==> src/rtl/sim_host_pkg.sv <==
// Shared types and defaults for the simulation host monitor.
package sim_host_pkg;

  typedef enum logic [1:0] {
    ST_RUN   = 2'd0,
    ST_DRAIN = 2'd1,
    ST_DONE  = 2'd2
  } state_e;

  localparam logic [31:0] DEF_PUTCHAR_ADDR = 32'h1000_0000;
  localparam logic [31:0] DEF_EXIT_ADDR    = 32'h1000_1000;
  localparam logic [31:0] DEF_TOHOST_ADDR  = 32'h0000_1000;
  localparam logic [7:0]  DEF_PASS_CODE    = 8'h03;

  // Channel index width; a single channel still carries one bit.
  function automatic int chan_w(input int n);
    if (n > 1) begin
      return $clog2(n);
    end else begin
      return 1;
    end
  endfunction

endpackage

==> src/rtl/sim_host_monitor_if.sv <==
// Bus snoop, console stream and verdict signals of the host monitor.
interface sim_host_monitor_if #(
  parameter int CHAN_W = 1
);
  logic              mem_valid;
  logic              mem_write;
  logic [3:0]        mem_wmask;
  logic [31:0]       mem_addr;
  logic [31:0]       mem_wdata;
  logic              out_valid;
  logic              out_ready;
  logic [7:0]        out_char;
  logic [CHAN_W-1:0] out_chan;
  logic              done;
  logic              pass;
  logic              fail;
  logic              timeout;
  logic [31:0]       exit_code;
  logic [15:0]       dropped;
  logic [31:0]       cycles;

  modport master (
    output mem_valid, mem_write, mem_wmask, mem_addr, mem_wdata, out_ready,
    input  out_valid, out_char, out_chan, done, pass, fail, timeout,
           exit_code, dropped, cycles
  );

  modport slave (
    input  mem_valid, mem_write, mem_wmask, mem_addr, mem_wdata, out_ready,
    output out_valid, out_char, out_chan, done, pass, fail, timeout,
           exit_code, dropped, cycles
  );
endinterface

==> src/rtl/sim_host_fifo.sv <==
// Synchronous FIFO with registered storage; pointers carry an extra MSB
// so full and empty are told apart without a counter.
module sim_host_fifo #(
  parameter int WIDTH = 8,
  parameter int DEPTH = 16
) (
  input  logic             clk,
  input  logic             rst,
  input  logic             i_push,
  input  logic             i_pop,
  input  logic [WIDTH-1:0] i_data,
  output logic             o_full,
  output logic             o_empty,
  output logic [WIDTH-1:0] o_data
);
  localparam int AW = $clog2(DEPTH);

  logic [WIDTH-1:0] r_mem [DEPTH];
  logic [AW:0]      r_wr_ptr;
  logic [AW:0]      r_rd_ptr;

  assign o_empty = (r_wr_ptr == r_rd_ptr);
  assign o_full  = (r_wr_ptr[AW] != r_rd_ptr[AW]) &&
                   (r_wr_ptr[AW-1:0] == r_rd_ptr[AW-1:0]);
  assign o_data  = r_mem[r_rd_ptr[AW-1:0]];

  // Storage is cleared on reset so the stream outputs read zero afterwards.
  always_ff @(posedge clk) begin
    if (rst) begin
      r_wr_ptr <= '0;
      r_rd_ptr <= '0;
      for (int i = 0; i < DEPTH; i++) begin
        r_mem[i] <= '0;
      end
    end else begin
      if (i_push) begin
        r_mem[r_wr_ptr[AW-1:0]] <= i_data;
        r_wr_ptr                <= r_wr_ptr + 1'b1;
      end
      if (i_pop) begin
        r_rd_ptr <= r_rd_ptr + 1'b1;
      end
    end
  end
endmodule

==> src/rtl/sim_host_monitor.sv <==
// Memory-bus snooper: console FIFO, exit/tohost verdicts and run watchdog.
// Optional feature macro: SIM_HOST_TIMEOUT_EN (watchdog compare logic).
module sim_host_monitor
  import sim_host_pkg::*;
#(
  parameter logic [31:0] PUTCHAR_ADDR   = DEF_PUTCHAR_ADDR,
  parameter int          CHANNELS       = 1,
  parameter logic [31:0] EXIT_ADDR      = DEF_EXIT_ADDR,
  parameter logic [7:0]  PASS_CODE      = DEF_PASS_CODE,
  parameter logic [31:0] TOHOST_ADDR    = DEF_TOHOST_ADDR,
  parameter int          FIFO_DEPTH     = 16,
  parameter int          TIMEOUT_CYCLES = 200000
) (
  input logic               clk,
  input logic               rst,
  sim_host_monitor_if.slave bus
);
  localparam int CW = chan_w(CHANNELS);
  localparam int DW = CW + 8;

  state_e        r_state;
  state_e        w_state_nxt;
  logic          w_strobe, w_in_run, w_con_hit, w_exit_hit, w_tohost_hit;
  logic          w_term, w_wdog, w_push, w_pop, w_full, w_empty;
  logic [31:0]   w_off;
  logic [DW-1:0] w_fifo_dout;
  logic          r_done, r_pass, r_fail;
  logic [31:0]   r_exit_code;
  logic [15:0]   r_dropped;
  logic [31:0]   r_cycles;
  logic          w_unused;

  assign w_unused     = ^bus.mem_wmask[3:1];
  assign w_strobe     = bus.mem_valid & bus.mem_write & bus.mem_wmask[0];
  assign w_in_run     = (r_state == ST_RUN);
  assign w_off        = bus.mem_addr - PUTCHAR_ADDR;
  assign w_con_hit    = w_strobe & w_in_run & (w_off[1:0] == 2'b00) &
                        (w_off[31:2] < 30'(CHANNELS));
  assign w_exit_hit   = w_strobe & w_in_run & (bus.mem_addr == EXIT_ADDR);
  assign w_tohost_hit = w_strobe & w_in_run & (bus.mem_addr == TOHOST_ADDR) &
                        (bus.mem_wdata != 32'd0);
  assign w_term       = w_exit_hit | w_tohost_hit;
  assign w_pop        = ~w_empty & bus.out_ready;
  // A full FIFO still takes a character when the head leaves this cycle.
  assign w_push       = w_con_hit & (~w_full | w_pop);

  sim_host_fifo #(.WIDTH(DW), .DEPTH(FIFO_DEPTH)) u_fifo (
    .clk     (clk),
    .rst     (rst),
    .i_push  (w_push),
    .i_pop   (w_pop),
    .i_data  ({w_off[2 +: CW], bus.mem_wdata[7:0]}),
    .o_full  (w_full),
    .o_empty (w_empty),
    .o_data  (w_fifo_dout)
  );

`ifdef SIM_HOST_TIMEOUT_EN
  logic r_timeout;
  assign w_wdog = w_in_run & (TIMEOUT_CYCLES != 0) &
                  (r_cycles == 32'(TIMEOUT_CYCLES - 1));
  always_ff @(posedge clk) begin
    if (rst) begin
      r_timeout <= 1'b0;
    end else if (w_wdog & ~w_term) begin
      r_timeout <= 1'b1;
    end
  end
  assign bus.timeout = r_timeout;
`else
  assign w_wdog      = 1'b0;
  assign bus.timeout = 1'b0;
`endif

  always_comb begin
    w_state_nxt = r_state;
    case (r_state)
      ST_RUN: begin
        if (w_term | w_wdog) begin
          w_state_nxt = ST_DRAIN;
        end else begin
          w_state_nxt = ST_RUN;
        end
      end
      ST_DRAIN: begin
        if (w_empty) begin
          w_state_nxt = ST_DONE;
        end else begin
          w_state_nxt = ST_DRAIN;
        end
      end
      ST_DONE: w_state_nxt = ST_DONE;
      default: w_state_nxt = ST_RUN;
    endcase
  end

  always_ff @(posedge clk) begin
    if (rst) begin
      r_state <= ST_RUN;
      r_done  <= 1'b0;
    end else begin
      r_state <= w_state_nxt;
      r_done  <= (w_state_nxt == ST_DONE);
    end
  end

  // Exit register wins over tohost if both decode the same address.
  always_ff @(posedge clk) begin
    if (rst) begin
      r_pass      <= 1'b0;
      r_fail      <= 1'b0;
      r_exit_code <= 32'd0;
    end else if (w_exit_hit) begin
      r_exit_code <= bus.mem_wdata;
      r_pass      <= (bus.mem_wdata[7:0] == PASS_CODE);
      r_fail      <= (bus.mem_wdata[7:0] != PASS_CODE);
    end else if (w_tohost_hit) begin
      r_exit_code <= bus.mem_wdata;
      r_pass      <= (bus.mem_wdata == 32'd1);
      r_fail      <= (bus.mem_wdata != 32'd1);
    end else if (w_wdog) begin
      r_exit_code <= 32'd0;
    end
  end

  always_ff @(posedge clk) begin
    if (rst) begin
      r_cycles  <= 32'd0;
      r_dropped <= 16'd0;
    end else begin
      if (w_in_run) begin
        r_cycles <= r_cycles + 32'd1;
      end
      if (w_con_hit & ~w_push & (r_dropped != 16'hFFFF)) begin
        r_dropped <= r_dropped + 16'd1;
      end
    end
  end

  assign bus.out_valid = ~w_empty;
  assign bus.out_chan  = w_fifo_dout[DW-1:8];
  assign bus.out_char  = w_fifo_dout[7:0];
  assign bus.done      = r_done;
  assign bus.pass      = r_pass;
  assign bus.fail      = r_fail;
  assign bus.exit_code = r_exit_code;
  assign bus.dropped   = r_dropped;
  assign bus.cycles    = r_cycles;
endmodule

==> src/flat_wrapper.sv <==
// flat-port wrapper written by rule: the top's interface ports become plain ports
module sim_host_monitor_flat import sim_host_pkg::*;
#(
  parameter logic [31:0] PUTCHAR_ADDR   = DEF_PUTCHAR_ADDR,
  parameter int          CHANNELS       = 1,
  parameter logic [31:0] EXIT_ADDR      = DEF_EXIT_ADDR,
  parameter logic [7:0]  PASS_CODE      = DEF_PASS_CODE,
  parameter logic [31:0] TOHOST_ADDR    = DEF_TOHOST_ADDR,
  parameter int          FIFO_DEPTH     = 16,
  parameter int          TIMEOUT_CYCLES = 200000
)
  (clk, rst, bus_mem_valid, bus_mem_write, bus_mem_wmask, bus_mem_addr, bus_mem_wdata, bus_out_ready, bus_out_valid, bus_out_char, bus_out_chan, bus_done, bus_pass, bus_fail, bus_timeout, bus_exit_code, bus_dropped, bus_cycles);
  sim_host_monitor_if #(.CHAN_W(1)) bus_i ();
  input logic clk;
  input logic rst;
  input wire logic [$bits(bus_i.mem_valid)-1:0] bus_mem_valid;
  input wire logic [$bits(bus_i.mem_write)-1:0] bus_mem_write;
  input wire logic [$bits(bus_i.mem_wmask)-1:0] bus_mem_wmask;
  input wire logic [$bits(bus_i.mem_addr)-1:0] bus_mem_addr;
  input wire logic [$bits(bus_i.mem_wdata)-1:0] bus_mem_wdata;
  input wire logic [$bits(bus_i.out_ready)-1:0] bus_out_ready;
  output wire logic [$bits(bus_i.out_valid)-1:0] bus_out_valid;
  output wire logic [$bits(bus_i.out_char)-1:0] bus_out_char;
  output wire logic [$bits(bus_i.out_chan)-1:0] bus_out_chan;
  output wire logic [$bits(bus_i.done)-1:0] bus_done;
  output wire logic [$bits(bus_i.pass)-1:0] bus_pass;
  output wire logic [$bits(bus_i.fail)-1:0] bus_fail;
  output wire logic [$bits(bus_i.timeout)-1:0] bus_timeout;
  output wire logic [$bits(bus_i.exit_code)-1:0] bus_exit_code;
  output wire logic [$bits(bus_i.dropped)-1:0] bus_dropped;
  output wire logic [$bits(bus_i.cycles)-1:0] bus_cycles;
  assign bus_i.mem_valid = bus_mem_valid;
  assign bus_i.mem_write = bus_mem_write;
  assign bus_i.mem_wmask = bus_mem_wmask;
  assign bus_i.mem_addr = bus_mem_addr;
  assign bus_i.mem_wdata = bus_mem_wdata;
  assign bus_i.out_ready = bus_out_ready;
  assign bus_out_valid = bus_i.out_valid;
  assign bus_out_char = bus_i.out_char;
  assign bus_out_chan = bus_i.out_chan;
  assign bus_done = bus_i.done;
  assign bus_pass = bus_i.pass;
  assign bus_fail = bus_i.fail;
  assign bus_timeout = bus_i.timeout;
  assign bus_exit_code = bus_i.exit_code;
  assign bus_dropped = bus_i.dropped;
  assign bus_cycles = bus_i.cycles;
  sim_host_monitor #(.PUTCHAR_ADDR(PUTCHAR_ADDR), .CHANNELS(CHANNELS), .EXIT_ADDR(EXIT_ADDR), .PASS_CODE(PASS_CODE), .TOHOST_ADDR(TOHOST_ADDR), .FIFO_DEPTH(FIFO_DEPTH), .TIMEOUT_CYCLES(TIMEOUT_CYCLES)) u_core (.clk(clk), .rst(rst), .bus(bus_i));
endmodule
==> config.mk <==
export PLATFORM = sky130hd
export DESIGN_NAME = sim_host_monitor_flat
export DESIGN_NICKNAME = d
export VERILOG_FILES = /design/src/rtl/sim_host_pkg.sv /design/src/rtl/sim_host_monitor_if.sv /design/src/rtl/sim_host_fifo.sv /design/src/rtl/sim_host_monitor.sv /design/src/flat_wrapper.sv
export SDC_FILE = /design/constraint.sdc
export NUM_CORES = 1
export LEC_CHECK = 0
export BUFFER_PORTS_ARGS = -buffer_cell sky130_fd_sc_hd__buf_2
export CAP_MARGIN = 10
export CORE_MARGIN = 3
export CORE_UTILIZATION = 40
export CTS_CLUSTER_DIAMETER = 120
export DETAILED_ROUTE_END_ITERATION = 6
export PLACE_DENSITY = 0.66
export SYNTH_ARGS = -nofsm -noshare
export SYNTH_HDL_FRONTEND = slang
export SYNTH_SLANG_ARGS = --single-unit
export TNS_END_PERCENT = 100
==> constraint.sdc <==
create_clock -name clk -period 4.3 [get_ports clk]
set_input_delay 0.43 -clock clk [delete_from_list [all_inputs] [get_ports clk]]
set_output_delay 0.43 -clock clk [all_outputs]
set_load 0.005 [all_outputs]
==> results.md, run 1 <==
* Most used flip-flop cell after synthesis: edfxtp_1
* Fmax at 0.3156 GHz
* Pwr dens at 382.7 nW/µm²
* DP HPWL at 20050 µm
* Syn_area_per_cell at 11.38 µm²
* DP Area at ~12000 µm²
* Total CTS buffers at 26
* CTS Buffer Depth at 3
* Post-route antenna net violation count at 0
* Worst-Skew Late Latency at around 0.54 ns
* Layout cells sized above 1 at between 20 and 30%
* Crit path max fanout at 36
* Period utilisation layout at around 74%
* Seq cells post-synth at 243
* Die height at 173.0 µm
* CP required at between 3 and 4 ns
* Clock skew at 0.01714 ns
* FFs w/ async S/R, synth at 0%
* Power, Total at between 5 and 6 mW
* Total global-route track usage at 20.13%
* CTS H-tree lvls at 1
* Most common cell in the netlist: edfxtp_1
* Synth cell count leaders: 144 x edfxtp_1, 120 x nor2_1, 99 x dfxtp_1, 79 x nor3_1, 63 x clkbuf_1
* Setup Fix Bufs, Post-CTS at 0
* WHS at around 0.13 ns
* Die footprint at 29910 µm²
* Average wire per standard cell at 19.97 µm
* Routability cong. at between 0.7 and 0.8
* Vias/cell at 5.654
* Pre-antenna DRT Iters at 5
* Crit path largest cell delay at 0.62 ns
* Sequential Power Share at 49.9%
* Cell with the largest stage delay on the worst path: mux4_2
* Crit path DAT at 2.74 ns
* Fin. Hold Viols at 0
* Gr ovfl total at 0
* Hold Path Class: in2reg
* VDD IR max at about 0.27 mV
* Die W at between 150 and 200 µm
* IO Port Bufs at 162
* Synth area leader: edfxtp_1
* Leakage at ~4.6 nW
* Number of synthesized flops with an enable pin at approximately 140
* Synth cell types at 48
* Worst setup SP type: register
* Cell area after synthesis at about 11000 µm²
* Area contributors post-synth: edfxtp_1 39%, dfxtp_1 18%, mux4_2 9.1%, nor2_1 4.0%, nor3_1 3.5%
* CTS tree: yes
* Switching share of total power at 20.97%
* Status: finished clean
* Synth top area share at about two fifths
* Final net count at 1220
* Largest net degree at the start of global routing at 78
* RSZ-0062 raised after global routing: false
* Post-route minimum period at about 3.2 ns
* First-pass GRT wire length at 48450 µm
* Max-cap violations at 0
* Psw at 1.072 mW
* Yosys warning total at 0
* Finish-stage setup viols at 0
* Vias in the first global route at 8658
* Logic gate share of total power at 3.8%
* Actual slew at the worst max-slew pin at 0.8661 ns
* Clk root buf: clkbuf_16
* Register area at 6307 µm²
* Sequential share of the synthesized area at 56.56%
* CORE AREA at 27180 µm²
* Vias at 8667
* Clk pwr share at 46.3%
* Io pins at 167
* Drt drc at 0
* Post-cts resize count at 0
* Final wirelength at 30610 µm
* Cells after synthesis at 980
* Area occupied by multi-input gates at 4399 µm²
* Max Slew Vio Count at 0
* Clock transition at the registers of the reported paths at 0.06 ns
* CP Capture Type: primary output
* Most frequent CP cell: mux4_2
* Design area at 13360 µm²
* Post-Route Setup TNS at 0 ns
* Antenna violations before repair at 3
* CP Class: reg2out
* CP cell instances: buf_4 -> mux4_2 -> mux4_2 -> buf_2
* Row count at 60
* Cts hold-fix bufs at 0
* Num Clock Sinks at 243
* Slew margin rel. at 42.14%
* First DRT Iteration DRCs at 688
* Filler Cells Inserted at ~2500
* P_int at 4.040 mW
* Initial Util at roughly 41%
* Layout Area Growth over Synthesis at 19.82%
-- logic make-up after synthesis --
kind of cell             after synthesis  synth area share (%)
buffers and inverters                132                 4.635
adder cells (fa/ha/maj)                7                0.7855
AO/OA/AOI/OAI                        128                 8.652
XOR/XNOR                              40                 3.142
multiplexers                          49                 9.494
other                                  1               0.03363
AND/OR/NAND/NOR                      380                 16.70
flip-flops                           243                 56.56
-- sequential cells by signal, summed over array words and instances (netlist names), named ones only --
| name | count |
|---|---|
| u_core.u_fifo.r_rd_ptr | 5 |
| u_core.bus.exit_code | 32 |
| u_core.bus.dropped | 16 |
| u_core.bus.done | 1 |
| u_core.u_fifo.r_wr_ptr | 5 |
| u_core.bus.pass | 1 |
| u_core.bus.fail | 1 |
| u_core.r_state | 2 |
| u_core.bus.cycles | 32 |
| u_core.u_fifo.r_mem | 144 |
-- area by class of cell --
class,count,area share [%]
Multi-Input combinational cell,621,32.93
Sequential cell,243,47.21
Antenna cell,1,0.01873
Clock buffer,30,5.367
Timing Repair Buffer,196,7.998
Clock inverter,18,1.527
Tap cell,372,3.484
Inverter,52,1.461
-- routing by layer --
metal / track usage (%) / vias to the layer above / wire length [µm]
li1: - / 4005 / -
met1: 26.04 / 4250 / 12130
met2: 34.20 / 360 / 14990
met3: 5.051 / 48 / 2912
met4: 4.797 / 4 / 556
met5: 0 / - / 21
-- worst max-delay path, delay by kind of cell (launching register included) --
family	cells	cell delay, ns
muxes	2	1.15
DFF	1	0.31
buffers and inverters	2	0.75
-- final timing paths --
kind | start | to | slack, ns | cells past startpoint
worst max-delay path | register | bus_out_char[3] | 1.13 | 4
worst min-delay path | bus_mem_wdata[11] | u_core.bus.exit_code[11] | 0.13 | 2
worst max register to register | u_core.r_state[1] | u_core.u_fifo.r_mem[0][8] | 1.33 | 6
worst min register to register | u_core.bus.exit_code[0] | u_core.bus.exit_code[0] | 0.47 | 2
-- layout by cell type, fill, tap and decap left out, types with 3 or more instances in the layout --
| cell type | instances |
|---|---|
| o31ai_1 | 22 |
| a311oi_1 | 32 |
| nand2_1 | 58 |
| bufinv_16 | 4 |
| mux4_2 | 45 |
| or3_1 | 5 |
| buf_2 | 161 |
| nand4_1 | 25 |
| nor2b_1 | 3 |
| xnor2_1 | 32 |
| inv_1 | 51 |
| conb_1 | 17 |
| dfxtp_1 | 98 |
| mux2_2 | 4 |
| nor4b_1 | 3 |
| xor2_1 | 8 |
| or4_1 | 15 |
| nand3_1 | 23 |
| clkinv_2 | 11 |
| edfxtp_1 | 144 |
| ha_1 | 7 |
| buf_4 | 35 |
| a21oi_1 | 22 |
| a31o_2 | 31 |
| nand4b_1 | 3 |
| and3_1 | 6 |
| nor2_1 | 119 |
| and4_1 | 6 |
| nor3_1 | 78 |
| o21ai_0 | 11 |
| nor4_1 | 26 |
| clkbuf_8 | 3 |
| clkbuf_16 | 27 |
-- power by group through the flow --
| stage | clock network [mW] | registers (mW) | logic [mW] |
|---|---|---|---|
| 6_report | 2.37 | 2.55 | 0.194 |
| 3_5_place_dp | 0 | 2.60 | 0.194 |
| 4_1_cts | 2.41 | 2.55 | 0.194 |
| 5_1_grt | 2.51 | 2.56 | 0.210 |
| 3_3_place_gp | 0 | 2.60 | 0.192 |
| 2_1_floorplan | 0 | 2.59 | 0.0852 |
-- metrics by stage --
stage / utilization (%) / std cells / setup slack (ns)
finish: 49.16 / 1533 / 1.132
global route: 49.16 / 1533 / 1.003
CTS: 49.15 / 1532 / 1.059
detailed placement: 45.76 / 1484 / 0.9886
global placement: 45.76 / 1484 / 0.9833
floorplan: - / 996 / 1.316
Note: power is estimated with default switching activity, not from simulation.
==> inputs of run 2 (changes only) <==
--- a/config.mk
+++ b/config.mk
@@ -5,6 +5,7 @@
 export SDC_FILE = /design/constraint.sdc
 export NUM_CORES = 1
 export LEC_CHECK = 0
+export ABC_AREA = 1
 export BUFFER_PORTS_ARGS = -buffer_cell sky130_fd_sc_hd__buf_2
 export CAP_MARGIN = 10
 export CORE_MARGIN = 3
==> constraint.sdc (replaced) <==
create_clock -name clk -period 3.05 [get_ports clk]
set_input_delay 0.305 -clock clk [delete_from_list [all_inputs] [get_ports clk]]
set_output_delay 0.305 -clock clk [all_outputs]
set_load 0.005 [all_outputs]
==> results.md, run 2 <==
* CP required at 2.74 ns
* CTS Buffer Depth at 3
* Cell depth of the worst hold path at 3
* Fin cells at 1943
* First-pass GRT wire length at roughly 48000 µm
* Post-cts resize count at 0
* Final net count at 1625
* Initial Util at just over 40%
* Actual slew at the worst max-slew pin at around 0.75 ns
* Area contributors post-synth: edfxtp_1 37%, dfxtp_1 17%, nor2_1 10%, nand2_1 6.3%, o21ai_0 3.9%
* Vias at between 9000 and 10000
* RSZ-0062 raised after global routing: false
* FFs w/ async S/R, synth at 0%
* Post-Route Setup TNS at 0 ns
* Max reg flops at 144
* Slew margin rel. at 50.08%
* Total global-route track usage at 18.99%
* Hold Path Sink: u_core.bus.exit_code[21]
* Io pins at approximately 170
* Commonest non-fill, non-tap cell in the layout: nor2_1
* Post-route antenna net violation count at 0
* Antenna violations before repair at 1
* CP cell instances: clkinv_1 -> buf_4 -> o211ai_1 -> nand3_1 -> nand2_1 -> buf_2
* Number of synthesized flops with an enable pin at between 100 and 150
* Dpl cells at 1891
* CTS tree: yes
* Post-route minimum period at 2.776 ns
* Leakage at 5.862 nW
* Hold Path Origin: bus_mem_wdata[21]
* Die footprint at 31350 µm²
* Die W at 177.1 µm
* Vias in the first global route at 9390
* FF-to-FF setup slack at roughly 0.7 ns
* DP Area at 13000 µm²
* Finish-stage setup viols at 0
* Clock transition at the registers of the reported paths at 0.06 ns
* Filler Cells Inserted at 2688
* First DRT Iteration DRCs at 618
* Yosys warning total at 0
* Layout Area Growth over Synthesis at 19.21%
* Sequential share of the synthesized area at 53.87%
* Pre-antenna DRT Iters at 7
* Worst-Skew Late Latency at 0.53 ns
* Fmax at 0.3602 GHz
* Critical R2R Capture: u_core.u_fifo.r_mem[11][6]
* Crit path largest cell delay at 0.46 ns
* Worst setup SP type: register
* ANT cells at 0
* Row count at 61
* Seq cells post-synth at 243
* CTS H-tree lvls at 1
* CP Capture Type: primary output
* IO Port Bufs at 162
* Synth area leader: edfxtp_1
* CP bufs+invs at 3
* DP HPWL at approximately 21000 µm
* Clk root buf: clkbuf_16
* Fin. Hold Viols at 0
* Cts hold-fix bufs at 3
* Num Clock Sinks at 243
* Syn_area_per_cell at 8.563 µm²
* Cell area after synthesis at ~12000 µm²
* Design area at 13950 µm²
* Crit path max fanout at 19
* Cell with the largest stage delay on the worst path: clkinv_1
* Pwr dens at 544.4 nW/µm²
* Worst r2r src: u_core.u_fifo.r_wr_ptr[3]
* Max-cap violations at 0
* Most flops, register: u_core.u_fifo.r_mem
* Gr ovfl total at 0
* Vias/cell at 5.007
* Crit path DAT at 2.47 ns
* Synth cell count leaders: 321 x nor2_1, 196 x nand2_1, 144 x edfxtp_1, 115 x inv_1, 99 x dfxtp_1
* Hold Path Class: in2reg
* Cells after synthesis at about 1400
* Synth cell types at 33
* Status: finished clean
* Most common cell in the netlist: nor2_1
* Final wirelength at 30390 µm
* VDD IR max at 0.3402 mV
* Delay-heaviest family, CP: buffers and inverters
* Most frequent cells in the layout: 321 x nor2_1, 196 x nand2_1, 162 x buf_2, 144 x edfxtp_1, 115 x inv_1
* Largest net degree at the start of global routing at 56
* CORE AREA at 28320 µm²
* Drt drc at 0
* Routability cong. at 0.8574
* Most used flip-flop cell after synthesis: edfxtp_1
* Setup Fix Bufs, Post-CTS at 0
* CP Class: reg2out
* Total CTS buffers at 27
* WHS at approximately 0.026 ns
* Layout cells sized above 1 at approximately 18%
* Average wire per standard cell at 15.64 µm
* Max Slew Vio Count at 0
* Synth top area share at 36.94%
* Die height at approximately 180 µm
* Period utilisation layout at 91.02%
* Power, Total at 7.597 mW
* Clock skew at ~0.014 ns
* Worst Reg-to-Reg Cells at 9
==> run 2: cell count changes after synthesis, moves of 27 or more <==
cell,change
a311oi_1,-32
o21ai_0,+80
clkbuf_1,-27
a31o_2,-31
nand2_1,+138
a21oi_1,+51
nor3_1,-51
mux2i_1,+36
mux4_2,-45
nand3_1,+36
inv_1,+64
o211ai_1,+35
nor2_1,+201
==> run 2: worst max-delay path by stage <==
stage | end | slack [ns] | depth (start not counted)
floorplan | u_core.u_fifo.r_mem[15][0] | 0.88 | 7
global placement | u_core.u_fifo.r_mem[3][7] | 0.47 | 12
detailed placement | u_core.u_fifo.r_mem[3][7] | 0.46 | 12
CTS | bus_out_char[7] | 0.28 | 6
global route | bus_out_char[7] | 0.17 | 6
finish | bus_out_char[7] | 0.27 | 6
==> run 2: where the power goes <==
| group | leakage (nW) | switching [mW] | internal (mW) |
|---|---|---|---|
| clock | 0.448 | 1.32 | 2.02 |
| sequential | 2.20 | 0.0568 | 3.58 |
| combinational | 3.22 | 0.399 | 0.226 |
==> run 2: worst min-delay path, stage by stage <==
cell,delay [ns]
buf_2,0.09
nor2_1,0.04
nor2_1,0.08
==> run 2: area by class of cell <==
class                           instances  area, µm²  share of cell area, %
Multi-Input combinational cell        961       4770                  34.18
Clock buffer                           34      763.2                  5.469
Sequential cell                       243       6310                  45.22
Tap cell                              378      473.0                  3.389
Inverter                              127      476.7                  3.416
Timing Repair Buffer                  185       1003                  7.191
Clock inverter                         15      158.9                  1.139
==> run 2: layer usage <==
metal  vias up  wire, µm  global-route usage [%]
met5         -         7                       0
met4         2       817                   5.728
met3        50      1753                   3.496
met2       282     14360                   32.31
met1      4508     13450                   24.66
li1       4886         -                       -
==> run 2: kinds of logic after synthesis <==
| kind of cell | after synthesis | synth area share (%) |
|---|---|---|
| simple gates | 678 | 25.38 |
| xor+xnor | 18 | 1.347 |
| buf+inv | 179 | 5.900 |
| compound gates | 205 | 9.641 |
| other cells | 1 | 0.03203 |
| fa+ha+maj | 7 | 0.7481 |
| flops | 243 | 53.87 |
| mux | 36 | 3.078 |
==> run 2: through the flow <==
step                      utilization, %  setup WS, ns
after floorplan                        -        0.8845
after global placement             45.92        0.4696
after detailed placement           45.92        0.4587
after CTS                          49.28        0.2833
after global routing               49.28        0.1687
final                              49.28        0.2739
==> inputs of run 3 (changes only) <==
--- a/config.mk
+++ b/config.mk
@@ -9,10 +9,11 @@
 export BUFFER_PORTS_ARGS = -buffer_cell sky130_fd_sc_hd__buf_2
 export CAP_MARGIN = 10
 export CORE_MARGIN = 3
-export CORE_UTILIZATION = 40
+export CORE_UTILIZATION = 45
+export CTS_BUF_LIST = sky130_fd_sc_hd__clkbuf_4 sky130_fd_sc_hd__clkbuf_8
 export CTS_CLUSTER_DIAMETER = 120
 export DETAILED_ROUTE_END_ITERATION = 6
-export PLACE_DENSITY = 0.66
+export PLACE_DENSITY = 0.72
 export SYNTH_ARGS = -nofsm -noshare
 export SYNTH_HDL_FRONTEND = slang
 export SYNTH_SLANG_ARGS = --single-unit
==> results.md, run 3 (synthesis results as in run 2) <==
* Fin. Hold Viols at 0
* Layout Area Growth over Synthesis at 20.39%
* Max reg flops at 144
* CP required at 2.74 ns
* Crit path max fanout at 35
* Gr ovfl total at 0
* Max Slew Vio Count at 0
* CTS tree: yes
* Vias at 10034
* Row count at 58
* Max-cap violations at 0
* Post-route antenna net violation count at 0
* Layout cells sized above 1 at 18.49%
* Initial Util at 46.09%
* Antenna violations before repair at 1
* Post-Route Setup TNS at 0 ns
* Hold Path Class: in2reg
* CTS H-tree lvls at 2
* Final wirelength at 30060 µm
* RSZ-0062 raised after global routing: false
* Crit path DAT at between 2 and 2.5 ns
* Clock skew at 0.01709 ns
* Routability cong. at 0.8733
* Cell with the largest stage delay on the worst path: dfxtp_4
* Filler Cells Inserted at 2351
* Vias in the first global route at approximately 9800
* First DRT Iteration DRCs at 680
* Worst setup SP type: register
* Die footprint at about 28000 µm²
* Finish-stage setup viols at 0
* Drt drc at 0
* Pre-antenna DRT Iters at 5
* Period utilisation layout at 86.31%
* CP Class: reg2out
* Most frequent CP cell: o21ai_0
* Fin cells at about 1900
* Design area at between 10000 and 15000 µm²
* First-pass GRT wire length at 48780 µm
* Area occupied by multi-input gates at roughly 4800 µm²
* Clock transition at the registers of the reported paths at around 0.060 ns
* DP Area at between 10000 and 15000 µm²
* Commonest non-fill, non-tap cell in the layout: nor2_1
* Vias/cell at 5.167
* Die height at 167.3 µm
* Num Clock Sinks at 243
* Actual slew at the worst max-slew pin at 0.7315 ns
* CP cell instances: buf_4 -> a21oi_1 -> o21ai_0 -> o21ai_0 -> o211ai_1 -> nand2_1 -> buf_2
* Total global-route track usage at 21.21%
* Worst-Skew Late Latency at 0.54 ns
* IO Port Bufs at 162
* Clk root buf: clkbuf_8
* Die W at 167.3 µm
* Dpl cells at 1841
* CP Capture Type: primary output
* Average wire per standard cell at 15.48 µm
* Register area at 6310 µm²
* CTS Buffer Depth at 3
* Slew margin rel. at between 50% and 60%
* VDD IR max at 0.2978 mV
* Largest net degree at the start of global routing at 56
* Post-route minimum period at 2.633 ns
* Most frequent cells in the layout: 321 x nor2_1, 196 x nand2_1, 162 x buf_2, 144 x edfxtp_1, 115 x inv_1
* Final net count at 1659
* ANT cells at 0
* Crit path largest cell delay at 0.63 ns
* Status: finished clean
* Total CTS buffers at 42
* CORE AREA at approximately 25000 µm²
* Most flops, register: u_core.u_fifo.r_mem
* Post-cts resize count at 0
* Pwr dens at 534.1 nW/µm²
* DP HPWL at 20140 µm
* Io pins at 167
* Fmax at roughly 0.38 GHz
* Leakage at between 5 and 6 nW
## run 3: final timing paths
kind / startpoint / to / slack [ns] / cells past startpoint
setup / recovery: register / bus_out_char[6] / 0.42 / 7
hold / removal: bus_mem_wdata[30] / u_core.bus.exit_code[30] / 0.04 / 3
setup reg to reg: u_core.u_fifo.r_wr_ptr[3] / u_core.u_fifo.r_mem[11][0] / 0.70 / 9
hold reg to reg: u_core.bus.pass / u_core.bus.pass / 0.49 / 2
## run 3: worst max-delay path, delay by kind of cell (launching register included)
family	cells	cell delay [ns]
compound gates	4	0.55
simple gates	1	0.11
buf+inv	2	0.47
flops	1	0.63
## run 3: report_power, final
part / switching [mW] / total [mW] / internal, mW
Sequential: 0.0575 / 3.63 / 3.58
Combinational: 0.388 / 0.629 / 0.241
Clock: 1.33 / 3.26 / 1.93
Total: 1.78 / 7.53 / 5.75
## run 3: what timing repair did
| item | in CTS | in global routing |
|---|---|---|
| buffers inserted | 0 | 0 |
| hold endpoints to repair | 24 | 0 |
| hold buffers | 24 | 0 |
## run 3: routing by layer
layer	up-vias	part of all wire [%]	GRT usage, %
li1	4970	-	-
met1	4643	42	26.84
met2	343	48	36.35
met3	76	6.7	4.131
met4	2	3.2	7.577
met5	-	0.030	0
## run 3: layout make-up
class	instances	share of cell area, %
clock buffer	63	5.353
clock inverter	14	1.216
inverter	127	3.382
multi-input combinational	961	33.84
sequential	243	44.77
tap	330	2.930
timing repair buffer	204	8.505
## run 3: through the flow
stage / setup slack [ns] / util [%] / hold slack, ns / total power [mW]
final: 0.4174 / 55.49 / 0.03791 / 7.527
after floorplan: 0.8845 / - / 0.4399 / 4.069
after detailed placement: 0.5172 / 50.90 / 0.4809 / 4.306
after global placement: 0.5643 / 50.90 / 0.4735 / 4.287
after CTS: 0.3776 / 55.49 / 0.002572 / 7.585
after global routing: 0.2355 / 55.49 / 0.02862 / 7.841
